==> config.mk <==
export PLATFORM = sky130hd
export DESIGN_NAME = register_file_flat
export DESIGN_NICKNAME = d
export VERILOG_FILES = /design/src/rtl/rv_pkg.sv /design/src/rtl/register_file_if.sv /design/src/rtl/rf_read_port.sv /design/src/rtl/register_file.sv /design/src/flat_wrapper.sv
export SDC_FILE = /design/constraint.sdc
export NUM_CORES = 2
export LEC_CHECK = 0
export CAP_MARGIN = 20
export CORE_UTILIZATION = 59
export DETAILED_ROUTE_END_ITERATION = 12
export MAX_ROUTING_LAYER = met4
export PLACE_DENSITY = 0.78
export SLEW_MARGIN = 10
export SYNTH_ARGS = -nofsm -noshare
export SYNTH_HDL_FRONTEND = slang
export SYNTH_SLANG_ARGS = --single-unit
==> constraint.sdc <==
create_clock -name clk -period 3.15 [get_ports clk]
set_input_delay 0.63 -clock clk [delete_from_list [all_inputs] [get_ports clk]]
set_output_delay 0.63 -clock clk [all_outputs]
set_load 0.01 [all_outputs]
==> src/rtl/rv_pkg.sv <==
// Shared RV32I datapath constants: register width, register-index width, x0 index.
package rv_pkg;

    localparam int unsigned XLEN       = 32;
    localparam int unsigned REG_ADDR_W = 5;
    localparam logic [REG_ADDR_W-1:0] REG_ZERO = 5'd0;

endpackage : rv_pkg

==> src/rtl/register_file_if.sv <==
// Register-file bus: one write port and two read ports.
interface register_file_if
    import rv_pkg::*;
#(
    parameter int unsigned N      = XLEN,
    parameter int unsigned ADDR_W = REG_ADDR_W
);

    logic              we;
    logic [ADDR_W-1:0] rd_addr;
    logic [N-1:0]      rd_data;
    logic [ADDR_W-1:0] rs1_addr;
    logic [ADDR_W-1:0] rs2_addr;
    logic [N-1:0]      rs1_data;
    logic [N-1:0]      rs2_data;

    modport master (
        output we, rd_addr, rd_data, rs1_addr, rs2_addr,
        input  rs1_data, rs2_data
    );

    modport slave (
        input  we, rd_addr, rd_data, rs1_addr, rs2_addr,
        output rs1_data, rs2_data
    );

endinterface : register_file_if

==> src/rtl/rf_read_port.sv <==
// One combinational read port: entry select, x0 force-zero, write-first bypass.
module rf_read_port
    import rv_pkg::*;
#(
    parameter int unsigned N      = XLEN,
    parameter int unsigned ADDR_W = REG_ADDR_W
) (
    input  logic [(2**ADDR_W)-1:0][N-1:0] regs,
    input  logic [ADDR_W-1:0]             addr,
    input  logic                          byp_en,
    input  logic [ADDR_W-1:0]             byp_addr,
    input  logic [N-1:0]                  byp_data,
    output logic [N-1:0]                  data
);

    // x0 wins over the bypass, the bypass wins over stored contents.
    always_comb begin
        data = regs[addr];
        if (addr == ADDR_W'(REG_ZERO)) begin
            data = '0;
        end else if (byp_en && (byp_addr == addr)) begin
            data = byp_data;
        end
    end

endmodule : rf_read_port

==> src/rtl/register_file.sv <==
// RV32I integer register file: 32 x N storage, one synchronous write, two bypassed reads.
module register_file
    import rv_pkg::*;
#(
    parameter int unsigned N      = XLEN,
    parameter int unsigned ADDR_W = REG_ADDR_W
) (
    input  logic            clk,
    input  logic            rst,
    register_file_if.slave  bus
);

    localparam int unsigned DEPTH = 2**ADDR_W;

    // Entry 0 has no storage; the read view splices in a constant zero.
    logic [DEPTH-1:1][N-1:0] regs;
    logic [DEPTH-1:0][N-1:0] view;
    logic                    byp_en;

    // Synchronous clear dominates; otherwise full-width write to nonzero index.
    always_ff @(posedge clk) begin
        if (!rst) begin
            regs <= '0;
        end else if (bus.we && (bus.rd_addr != ADDR_W'(REG_ZERO))) begin
            regs[bus.rd_addr] <= bus.rd_data;
        end
    end

    assign view   = {regs, N'(0)};
    // A write held off by reset must not leak through the bypass either.
    assign byp_en = bus.we & rst;

    rf_read_port #(.N(N), .ADDR_W(ADDR_W)) u_rs1 (
        .regs     (view),
        .addr     (bus.rs1_addr),
        .byp_en   (byp_en),
        .byp_addr (bus.rd_addr),
        .byp_data (bus.rd_data),
        .data     (bus.rs1_data)
    );

    rf_read_port #(.N(N), .ADDR_W(ADDR_W)) u_rs2 (
        .regs     (view),
        .addr     (bus.rs2_addr),
        .byp_en   (byp_en),
        .byp_addr (bus.rd_addr),
        .byp_data (bus.rd_data),
        .data     (bus.rs2_data)
    );

endmodule : register_file

==> src/flat_wrapper.sv <==
// flat-port wrapper written by rule: the top's interface ports become plain ports
module register_file_flat import rv_pkg::*;
#(
    parameter int unsigned N      = XLEN,
    parameter int unsigned ADDR_W = REG_ADDR_W
)
  (clk, rst, bus_we, bus_rd_addr, bus_rd_data, bus_rs1_addr, bus_rs2_addr, bus_rs1_data, bus_rs2_data);
  register_file_if #(.N(N), .ADDR_W(ADDR_W)) bus_i ();
  input  logic clk;
  input  logic rst;
  input wire logic [$bits(bus_i.we)-1:0] bus_we;
  input wire logic [$bits(bus_i.rd_addr)-1:0] bus_rd_addr;
  input wire logic [$bits(bus_i.rd_data)-1:0] bus_rd_data;
  input wire logic [$bits(bus_i.rs1_addr)-1:0] bus_rs1_addr;
  input wire logic [$bits(bus_i.rs2_addr)-1:0] bus_rs2_addr;
  output wire logic [$bits(bus_i.rs1_data)-1:0] bus_rs1_data;
  output wire logic [$bits(bus_i.rs2_data)-1:0] bus_rs2_data;
  assign bus_i.we = bus_we;
  assign bus_i.rd_addr = bus_rd_addr;
  assign bus_i.rd_data = bus_rd_data;
  assign bus_i.rs1_addr = bus_rs1_addr;
  assign bus_i.rs2_addr = bus_rs2_addr;
  assign bus_rs1_data = bus_i.rs1_data;
  assign bus_rs2_data = bus_i.rs2_data;
  register_file #(.N(N), .ADDR_W(ADDR_W)) u_core (.clk(clk), .rst(rst), .bus(bus_i));
endmodule
==> key figures <==
Synth
  • Mapped Avg Cell Area: 8.67 sq um
  • Post-synth EDFFs: 0
  • Post-synth top area cell: dfxtp_1
  • Cell Area, Synth: 0.0542 sq mm
  • Gate Count Post-Synth: 6244
  • Top cell type's share of synthesized area: 36.7%
  • Yosys warns: 0
  • Synth Register Bits: 992
  • Fraction of registers with async set/reset: 0%
  • Sequential area share after synthesis: 36.7%
  • Syn_nets: 6294
  • Most frequent cell after synthesis: nand2_1
  • Distinct cells, synth: 53
  • Post-synth top flop: dfxtp_1
  • Synth top area cells: dfxtp_1, nand2_1, a21boi_0
  • Synth cell count leaders: nand2_1, dfxtp_1, a21boi_0, clkbuf_1, mux2i_1

Timing
  • Period minus WS final: 3.60 ns
  • Final WS setup: -0.453 ns
  • Final setup vio count: 56
  • Worst-Margin Slew: 1.93 ns
  • Tcrit/Tclk final: 114%
  • Hold_ws: 0.465 ns
  • Fmax: 0.278 GHz
  • RSZ-0062 raised after global routing: true
  • Fin. max-slew vios: 279
  • Fin. Hold Viols: 0
  • Clock skew: 0 ns
  • Slew headroom: -28.6%

Worst setup path
  • Crit. Startpoint: bus_rs2_addr[2]
  • Worst EP required: 2.52 ns
  • Worst setup path endpoint: bus_rs2_data[3]
  • Startpoint types: input pin
  • CP Max Fanout: 20
  • R2r startpoint: u_core.regs[241]
  • R2r setup slk: 2.31 ns
  • Crit end category: primary output
  • WP data arrival: 2.97 ns
  • FF-to-FF End: u_core.regs[241]
  • WS Path Type: input pin to primary output
  • R2r worst-path depth: 2

Floorplan
  • Cell Rows: 110
  • Num ports: 114
  • Die Y: 305 um
  • Initial Util: 59.9%
  • CORE AREA: 0.0904 sq mm
  • Die width: 305 um
  • Die area: 0.0930 sq mm

Final layout
  • # fillers: 5785
  • Layout cells sized above 1: 25.6%
  • Most flop-heavy register: u_core.regs
  • Nets@finish: 6607
  • Seq. cell area: 0.0199 sq mm
  • Largest regs: u_core.regs (992)
  • Layout area overhead: 25.7%
  • Max reg flops: 992
  • Area of the multi-input gates: 0.0333 sq mm
  • Layout Utilization: 75.3%

Drt
  • Vias per cell: 7.04
  • Vias: 55100
  • Routed wire length: 235 mm
  • DRC Markers: 2
  • Antenna-violating nets left: 0
  • DRT iter0 DRCs: 10100
  • WL/cell: 29.9 um
  • Drt pass-1 iters: 12

Global routing
  • Largest net degree at the start of global routing: 241
  • Initial antenna violation count: 11
  • Total grt overflow: 0
  • First-pass GRT wire length: 342 mm
  • Vias in the first global route: 53500
  • Gr usage total: 50.4%

Clock tree
  • CTS Buffer Depth: 3
  • H-tree depth: 3
  • CTS tree: built
  • Root Buffer: clkbuf_16
  • Cts bufs inserted: 106
  • Clock Sinks: 992
  • Worst skew pair latency: 0.73 ns
  • Reg clk slew, reported paths: 0.06 ns
  • Number of hold buffers added after cts: 0

Run status
  • Status: finished, violations left
  • Failing checks: DRC, slew limit, setup timing

Power and ir drop
  • LEAKAGE: 0.0246 uW
  • Power Dens Cells: 447 mW/mm^2
  • VDD IR max: 523 uV

Placed design
  • DP Wirelength: 141 mm
  • Port-buffer cells: 113
  • Placement Setup Slack: -1.37 ns
  • Routability cong.: 1.07

Run
  • Number of max-cap violations: 0

Min path
  • Worst Hold Class: flip-flop to flip-flop
  • Hold Path Depth: 2
==> cell families after synthesis <==
| kind of cell | Yosys count | share of synthesized area (%) |
|---|---|---|
| XOR/XNOR | 10 | 0.162 |
| AO/OA/AOI/OAI | 1541 | 20.9 |
| multiplexers | 794 | 21.0 |
| flip-flops | 992 | 36.7 |
| AND/OR/NAND/NOR | 2225 | 16.0 |
| buffers and inverters | 682 | 5.32 |
==> metal layers <==
layer  vias to the layer above  wire length, um  global-route usage, %
li1                      22400                -                      -
met5                         -                0                      -
met1                     26200            78300                   58.7
met3                      1552            40100                   21.5
met4                         0            22100                   38.7
met2                      5039            94100                   67.7
==> power by group <==
group          leakage, uW  switching [uW]  internal (uW)
clock              0.00180            5630           7730
combinational       0.0147            2490           1860
sequential         0.00801            76.3          12600
total               0.0246            8190          22200
==> critical path, stage by stage <==
cell and delay, ns:
buf_8 0.16, buf_6 0.23, nand2b_1 0.21, buf_4 0.19, o211ai_1 0.39, o21ai_1 0.23
o31ai_4 0.58, buf_4 0.23, buf_6 0.10
==> worst min-delay path by stage <==
stage,startpoint,endpoint,slack [ns]
floorplan,u_core.regs[209],u_core.regs[209],0.44
global placement,u_core.regs[318],u_core.regs[318],0.45
detailed placement,u_core.regs[298],u_core.regs[298],0.46
CTS,u_core.regs[298],u_core.regs[298],0.46
global route,u_core.regs[205],u_core.regs[205],0.49
finish,u_core.regs[195],u_core.regs[195],0.46
==> layout by cell type, fill, tap and decap left out, types with 18 or more instances in the layout <==
cell type        synthesis  routed
mux2_4                   0      21
clkbuf_16                0     110
nand2_4                  0      21
buf_4                   32     510
dfxtp_2                  0      31
nand2_1               2083    2048
buf_6                    3      79
inv_1                   19      18
o21ai_0                 51      36
a22oi_1                127     117
clkinv_2                 0      23
o22ai_1                 65      45
mux2i_1                379     373
a221oi_1                57      45
clkbuf_1               469      20
a22o_1                  45      31
nor3_1                  22      18
clkdlybuf4s50_1          0      32
buf_2                  128      27
mux4_2                 256     256
a21oi_1                 94      68
clkbuf_8                 0      23
a21oi_2                  0      21
dfxtp_1                992     961
mux2_2                 159     138
buf_16                   0      22
buf_12                   0     159
a21boi_0               878     878
a21boi_1               114     114
==> through the flow <==
stage | total power (uW) | cells | setup TNS (ns) | instance area [sq um]
after floorplan | 14800 | 6244 | 0 | 54200
after global placement | 16500 | 7488 | -98.50 | 60700
after detailed placement | 16500 | 7490 | -100.50 | 60700
after CTS | 29900 | 7785 | -5.13 | 67200
after global routing | 30900 | 7832 | -8.25 | 68100
final | 30400 | 7835 | -8.64 | 68100
==> cell type report <==
class | instances | area share (%)
diodes | 14 | 0.0515
clock inverters | 45 | 0.816
multi-input cells | 4570 | 49.0
flip-flops and latches | 992 | 29.2
repair buffers | 868 | 14.1
clock buffers | 151 | 4.55
inverters | 19 | 0.105
well taps | 1176 | 2.16
==> repair_timing <==
action                                 4_1_cts  5_1_grt
setup buffers                               86       46
endpoints found under the hold margin        0        0
setup endpoints to repair                   64       81
gates cloned                                17        1
pin swaps                                   84       59
gates resized for setup                    659      144
Note: power is estimated with default switching activity, not from simulation.
